**src/rtl/tc_mul_rx_pkg.sv**
```systemverilog
// ---------------------------------------------------------------------------
// tc_pkg -- shared types for the tensor-core multiplier receive serializer.
//
// Holds the default geometry constants, the two-state serializer FSM enum and
// the packed slot record used for both the ACTIVE and PENDING vector buffers.
// The tc_mul_rx parameters default to the constants below, and the slot
// struct is sized from them.
//
// Configuration macro: TC_MUL_RX_FFLAGS_EN (see tc_mul_rx.sv). The fflags
// field stays in the struct in either build. When the macro is undefined it
// is loaded with zero, so it reduces to constants.
// ---------------------------------------------------------------------------
package tc_pkg;

    localparam int TC_SHAPE_K       = 8;
    localparam int TC_ELEMENT_WIDTH = 9;
    localparam int TC_CTRL_C_WIDTH  = 16;
    localparam int TC_DEPTH_WARP    = 4;
    localparam int TC_FFLAGS_WIDTH  = 5;

    typedef enum logic {
        IDLE = 1'b0,
        SEND = 1'b1
    } tc_state_e;

    typedef struct packed {
        logic [TC_SHAPE_K*TC_ELEMENT_WIDTH-1:0] data;
        logic [TC_FFLAGS_WIDTH-1:0]             fflags;
        logic [TC_CTRL_C_WIDTH-1:0]             ctrl_c;
        logic [2:0]                             ctrl_rm;
        logic [7:0]                             reg_idxw;
        logic [TC_DEPTH_WARP-1:0]               warpid;
    } tc_slot_t;

endpackage

```
**src/rtl/tc_mul_rx_slot.sv**
```systemverilog
// ---------------------------------------------------------------------------
// tc_mul_rx_slot -- one vector buffer (payload record plus valid flag).
//
// Ports:
//   clk        in   clock, rising edge
//   rst        in   synchronous active-high reset (clears payload and valid)
//   load       in   capture slot_d and mark the slot full
//   clear      in   mark the slot empty (payload left as is)
//   slot_d     in   record to capture
//   slot_q     out  stored record
//   slot_valid out  slot holds a vector
//
// Configuration macro TC_MUL_RX_FFLAGS_EN is handled by the top level. This
// block simply stores whatever record it is given.
// ---------------------------------------------------------------------------
module tc_mul_rx_slot
    import tc_pkg::*;
(
    input  logic     clk,
    input  logic     rst,
    input  logic     load,
    input  logic     clear,
    input  tc_slot_t slot_d,
    output tc_slot_t slot_q,
    output logic     slot_valid
);

    // load wins over clear. The top level uses that when it refills a slot
    // in the same cycle it would otherwise retire it.
    always_ff @(posedge clk) begin
        if (rst) begin
            slot_q     <= '0;
            slot_valid <= 1'b0;
        end else if (load) begin
            slot_q     <= slot_d;
            slot_valid <= 1'b1;
        end else if (clear) begin
            slot_valid <= 1'b0;
        end
    end

endmodule

```
**src/rtl/tc_mul_rx.sv**
```systemverilog
// ---------------------------------------------------------------------------
// tc_mul_rx -- serializes multiplier product vectors into per-lane beats.
//
// Each accepted vector is emitted as SHAPE_K beats, lane 0 first. Two buffers
// are used. ACTIVE holds the vector being emitted. PENDING holds the next one.
// With this arrangement, consecutive vectors stream with no bubble cycles.
//
// Ports:
//   clk, rst                      clock / synchronous active-high reset
//   in_valid_i, in_ready_o        input vector handshake
//   result_i                      product vector, lane i at [(i+1)*EW-1 -: EW]
//   fflags_i                      OR-reduced exception flags of the vector
//   ctrl_c_i, ctrl_rm_i,
//   ctrl_reg_idxw_i, ctrl_warpid_i  control sideband travelling with vector
//   out_valid_o, out_ready_i      per-lane beat handshake
//   out_data_o, out_lane_o        current lane value and its index
//   out_last_o                    high on lane SHAPE_K-1
//   out_fflags_o                  vector flags (last beat only, when enabled)
//   ctrl_*_o                      sideband of the vector being emitted
//
// Configuration macro TC_MUL_RX_FFLAGS_EN:
//   defined   -> fflags are stored and shown on the last beat of the vector
//   undefined -> out_fflags_o tied to 0, fflags_i ignored
// ---------------------------------------------------------------------------
module tc_mul_rx
    import tc_pkg::*;
#(
    parameter int SHAPE_K       = TC_SHAPE_K,
    parameter int ELEMENT_WIDTH = TC_ELEMENT_WIDTH,
    parameter int CTRL_C_WIDTH  = TC_CTRL_C_WIDTH,
    parameter int DEPTH_WARP    = TC_DEPTH_WARP,
    parameter int LW            = $clog2(SHAPE_K)
) (
    input  logic                             clk,
    input  logic                             rst,
    input  logic                             in_valid_i,
    output logic                             in_ready_o,
    input  logic [SHAPE_K*ELEMENT_WIDTH-1:0] result_i,
    input  logic [4:0]                       fflags_i,
    input  logic [CTRL_C_WIDTH-1:0]          ctrl_c_i,
    input  logic [2:0]                       ctrl_rm_i,
    input  logic [7:0]                       ctrl_reg_idxw_i,
    input  logic [DEPTH_WARP-1:0]            ctrl_warpid_i,
    output logic                             out_valid_o,
    input  logic                             out_ready_i,
    output logic [ELEMENT_WIDTH-1:0]         out_data_o,
    output logic [LW-1:0]                    out_lane_o,
    output logic                             out_last_o,
    output logic [4:0]                       out_fflags_o,
    output logic [CTRL_C_WIDTH-1:0]          ctrl_c_o,
    output logic [2:0]                       ctrl_rm_o,
    output logic [7:0]                       ctrl_reg_idxw_o,
    output logic [DEPTH_WARP-1:0]            ctrl_warpid_o
);

    tc_state_e     state, state_next;
    logic [LW-1:0] lane, lane_next;

    tc_slot_t in_slot, act_d, act_q, pend_q;
    logic     act_load, act_clear, act_from_pend;
    logic     pend_load, pend_clear, pend_valid;
    logic     act_valid_unused;
    logic     in_fire, out_fire, last_fire;

    // Pack the incoming vector and its sideband into one slot record.
    always_comb begin
        in_slot          = '0;
        in_slot.data     = result_i;
        in_slot.ctrl_c   = ctrl_c_i;
        in_slot.ctrl_rm  = ctrl_rm_i;
        in_slot.reg_idxw = ctrl_reg_idxw_i;
        in_slot.warpid   = ctrl_warpid_i;
`ifdef TC_MUL_RX_FFLAGS_EN
        in_slot.fflags   = fflags_i;
`endif
    end

`ifndef TC_MUL_RX_FFLAGS_EN
    logic unused_fflags;
    assign unused_fflags = ^{fflags_i, act_q.fflags};
`endif

    // in_ready_o depends on registered state only. A free ACTIVE slot is
    // always backed by a free PENDING slot, so PENDING alone decides it.
    assign in_ready_o = !pend_valid;
    assign in_fire    = in_valid_i && in_ready_o;
    assign out_fire   = (state == SEND) && out_ready_i;
    assign last_fire  = out_fire && (lane == LW'(SHAPE_K - 1));

    assign act_d = act_from_pend ? pend_q : in_slot;

    always_ff @(posedge clk) begin
        if (rst) begin
            state <= IDLE;
            lane  <= '0;
        end else begin
            state <= state_next;
            lane  <= lane_next;
        end
    end

    // On the last beat, ACTIVE refills first from PENDING. If PENDING is
    // empty, a vector arriving in that same cycle goes straight into ACTIVE,
    // which keeps back-to-back streaming free of bubbles.
    always_comb begin
        state_next    = state;
        lane_next     = lane;
        act_load      = 1'b0;
        act_clear     = 1'b0;
        act_from_pend = 1'b0;
        pend_load     = 1'b0;
        pend_clear    = 1'b0;
        case (state)
            IDLE: begin
                if (in_fire) begin
                    act_load   = 1'b1;
                    lane_next  = '0;
                    state_next = SEND;
                end
            end
            SEND: begin
                if (last_fire) begin
                    lane_next = '0;
                    if (pend_valid) begin
                        act_load      = 1'b1;
                        act_from_pend = 1'b1;
                        pend_clear    = 1'b1;
                    end else if (in_fire) begin
                        act_load = 1'b1;
                    end else begin
                        act_clear  = 1'b1;
                        state_next = IDLE;
                    end
                end else begin
                    if (out_fire) begin
                        lane_next = lane + LW'(1);
                    end
                    if (in_fire) begin
                        pend_load = 1'b1;
                    end
                end
            end
            default: begin
                state_next = IDLE;
            end
        endcase
    end

    tc_mul_rx_slot u_active (
        .clk        (clk),
        .rst        (rst),
        .load       (act_load),
        .clear      (act_clear),
        .slot_d     (act_d),
        .slot_q     (act_q),
        .slot_valid (act_valid_unused)
    );

    tc_mul_rx_slot u_pending (
        .clk        (clk),
        .rst        (rst),
        .load       (pend_load),
        .clear      (pend_clear),
        .slot_d     (in_slot),
        .slot_q     (pend_q),
        .slot_valid (pend_valid)
    );

    assign out_valid_o     = (state == SEND);
    assign out_lane_o      = lane;
    assign out_last_o      = (lane == LW'(SHAPE_K - 1)) && (state == SEND);
    assign out_data_o      = ELEMENT_WIDTH'(act_q.data >> (lane * ELEMENT_WIDTH));
    assign ctrl_c_o        = act_q.ctrl_c;
    assign ctrl_rm_o       = act_q.ctrl_rm;
    assign ctrl_reg_idxw_o = act_q.reg_idxw;
    assign ctrl_warpid_o   = act_q.warpid;

`ifdef TC_MUL_RX_FFLAGS_EN
    assign out_fflags_o = out_last_o ? act_q.fflags : 5'd0;
`else
    assign out_fflags_o = 5'd0;
`endif

endmodule

```
**config.mk**
```make
export PLATFORM = sky130hd
export DESIGN_NAME = tc_mul_rx
export DESIGN_NICKNAME = d
export VERILOG_FILES = /design/src/rtl/tc_mul_rx_pkg.sv /design/src/rtl/tc_mul_rx_slot.sv /design/src/rtl/tc_mul_rx.sv
export SDC_FILE = /design/constraint.sdc
export NUM_CORES = 1
export LEC_CHECK = 0
export BUFFER_PORTS_ARGS = -buffer_cell sky130_fd_sc_hd__buf_2
export CORE_MARGIN = 2
export CORE_UTILIZATION = 45
export CTS_CLUSTER_SIZE = 8
export DETAILED_ROUTE_END_ITERATION = 10
export PLACE_DENSITY = 0.66
export SKIP_LAST_GASP = 1
export SLEW_MARGIN = 30
export SYNTH_ARGS = -nofsm -noshare
export SYNTH_HDL_FRONTEND = slang
export SYNTH_SLANG_ARGS = --single-unit
```
**constraint.sdc**
```tcl
create_clock -name clk -period 2.2 [get_ports clk]
set_input_delay 0.55 -clock clk [delete_from_list [all_inputs] [get_ports clk]]
set_output_delay 0.55 -clock clk [all_outputs]
set_load 0.1 [all_outputs]
```
==> impl_metrics.yaml <==
detailed_routing:
  dr.pass1.iters: 5
  wl_per_cell_um: 19.5
  drc_errors: 0
  viasPerCell: 5.96
  antenna_left: 0
  drt_iter0_drc: 855
  vias: 9012
  wl_mm: 29.5
setup_path:
  path_cells: "buf_12, mux4_2, mux2_4, buf_12"
  crit_type: "reg -> out"
  rrSetupSlack_ns: 0.02
  cp_slowest_stage_delay_ns: 0.55
  critPathLaunchType: "flop"
  r2r_cells: 10
  crit_fanout: 5
  cpMostUsedCell: "buf_12"
  cp_data_arrival_time_ns: 2.10
  cpMaxStageDelayCell: "mux4_2"
  worstReg2RegStart: "out_lane_o[0]$_SDFFE_PP0P_"
  cp-end-kind: "output port"
  cp.required_ns: 1.65
  rr_endpoint: "u_active.slot_q[2]$_SDFFE_PP0P_"
yosys:
  ys_dominant_reg_cell: "dfxtp_1"
  synth.top_cells.by_count: "dfxtp_1, nand2_1, a21oi_1"
  synth_edf_count: 0
  yosysMostFrequentCell: "dfxtp_1"
  netlist_instances: 1156
  ys_seq_area_share_pct: 42.3
  synthTopCellsByArea: "dfxtp_1, a311oi_2, a21oi_1"
  ys_async_sr_fraction_pct: 0
  syn_area_per_cell_um2: 8.63
  yosys.area.top_type: "dfxtp_1"
  yosysWarnings: 0
  synth-seq-cells: 211
  synth_cell_types: 30
  syn_area_um2: 9980
  synth_top_area_share_pct: 42.3
global_routing:
  grt_pass1_wl_mm: 46.3
  grt_max_degree: 67
  overflow: 0
  gr-usage-all-layers_pct: 24.0
  first_global_vias: 8339
  antenna_found_initial: 0
cts:
  clockBufferDepth: 3
  cts_buffers: 30
  path_clk_slew_ns: 0.05
  insertion_delay_ns: 0.56
  root_buffer: "clkbuf_16"
  cts_tree: "yes"
  ctsHtreeMaxLevel: 1
  clock_sinks: 211
finish:
  final_cells: 1511
  diodes: 0
  fin_nets: 1342
  area_delta_synth_final_pct: 21.0
  drive_gt1_share_pct: 28.4
floorplan:
  pin_count: 163
  die_width_um: 153
  num_rows: 54
  core_area_um2: 21800
  die_area_um2: 23400
  die-height_um: 153
  initial_core_util_pct: 45.7
pwr:
  power.density_nw_per_um2: 864
  power_switching_share_pct: 30.1
  pwr-share-seq_pct: 40.9
  p_clk_share_pct: 39.7
  intPower_mw: 7.30
  vdd_drop_max_mv: 0.724
  p_sw_mw: 3.14
  total_power_mw: 10.4
  comb_power_share_pct: 19.5
  leakagePower_nw: 4.47
sta:
  setup_slack_ns: -0.449
  finalHoldViolCount: 0
  final.min_clock_period_ns: 2.65
  finalCritPeriodShare_pct: 120
  setup_viol: 10
  finClkSkew_ns: 0.0232
  fin_hold_ws_ns: 0.253
  relSlewSlack_pct: 63.7
  rsz0062_at_grt: "yes"
  max_freq_mhz: 378
  tightest_slew_ns: 0.544
  drv_slew: 0
hold_path:
  hold_depth: 3
  hold_class: "in -> reg"
  hold_start: "result_i[53]"
  min_to: "u_pending.slot_q[89]$_SDFFE_PP0P_"
placement:
  dp_slack_ns: -0.0679
  port_buffers: 152
  gp_routability_congestion: 0.773
  placed_cells: 1464
  hpwlAfterDp_mm: 17.3
run_status:
  status: "finished, violations left"
  violations: "setup timing"
flow_run:
  max_cap_violations: 0
[worst max path at each step]
stage,start,endpoint,slack (ns),cells after the start
after floorplan,out_lane_o[0]$_SDFFE_PP0P_,out_data_o[0],0.006,3
after global placement,out_lane_o[0]$_SDFFE_PP0P_,out_data_o[3],-0.009,3
after detailed placement,out_lane_o[0]$_SDFFE_PP0P_,u_active.slot_q[76]$_SDFFE_PP0P_,-0.07,7
after CTS,out_lane_o[1]$_SDFFE_PP0P_,out_data_o[2],-0.45,4
after global routing,out_lane_o[1]$_SDFFE_PP0P_,out_data_o[2],-0.48,4
final,out_lane_o[1]$_SDFFE_PP0P_,out_data_o[2],-0.45,4
[cells by family after synthesis]
logic type               after synthesis  share of synthesized area [%]
AO/OA/AOI/OAI                        420                           29.5
adder cells (fa/ha/maj)                2                          0.251
buffers and inverters                169                           8.73
flip-flops                           211                           42.3
multiplexers                          28                           5.23
other                                  1                         0.0376
AND/OR/NAND/NOR                      325                           13.9
[power groups by stage]
stage          sequential (mW)  clock [mW]  combinational (mW)
2_1_floorplan             4.29           0                1.57
3_3_place_gp              4.33           0                1.91
3_5_place_dp              4.34           0                1.93
4_1_cts                   4.26        4.21                2.02
5_1_grt                   4.29        4.39                2.15
6_report                  4.27        4.14                2.03
[metrics by stage]
stage	util, %	area [µm²]	TNS (ns)
after floorplan	-	10100	0
after global placement	50.1	10900	-0.0365
after detailed placement	50.1	10900	-1.11
after CTS	55.0	12000	-4.18
after global routing	55.3	12100	-4.84
final	55.3	12100	-4.04
[final cells by class]
type,instances,area (µm²)
sequential,211,4230
multi-input combinational,780,4990
tap,280,350
clock inverter,2,60.1
timing repair buffer,204,1680
inverter,1,3.75
clock buffer,33,762
fill,1936,9750
[registers in the layout, summed over array words and instances, names as in the netlist]
| name | flops |
|---|---|
| u_active.slot_q | 103 |
| u_pending.slot_q | 103 |
| out_lane_o | 3 |
| out_valid_o | 1 |
| u_pending.slot_valid | 1 |
[per-layer routing]
layer | up-vias | share of wire, % | GRT usage, % | routed length (µm)
met2 | 384 | 45 | 36.9 | 13400
li1 | 4285 | - | - | -
met1 | 4300 | 45 | 35.3 | 13200
met4 | 0 | 2.2 | 6.35 | 663
met5 | - | 0 | 0 | 0
met3 | 43 | 7.4 | 3.52 | 2190
[what timing repair did]
action,CTS,global route
pin swaps,1,0
resized for setup,46,8
hold buffers,0,0
setup buffers,7,3
gates cloned,0,2
endpoints found under the setup margin,106,13
[cell usage in the layout (no fill, tap or decap), drive strengths merged]
master,n
nor4bb,1
nor2,3
dfxtp,211
nand2,209
a32oi,2
or3b,1
mux4,18
a311oi,103
bufinv,1
buf,202
inv,1
and3b,2
nand3b,1
ha,2
nand3,103
conb,5
nand4,1
and2,3
mux2,10
a211oi,1
a21oi,208
a31oi,1
clkinv,1
o21ai,104
clkbuf,35
and4,1
a21bo,1
[worst max-delay path, delay by kind of cell (launching register included)]
kind / cells / cell delay (ns)
flops: 1 / 0.37
mux: 2 / 0.86
buf+inv: 2 / 0.30
Note: power is estimated with default switching activity, not from simulation.
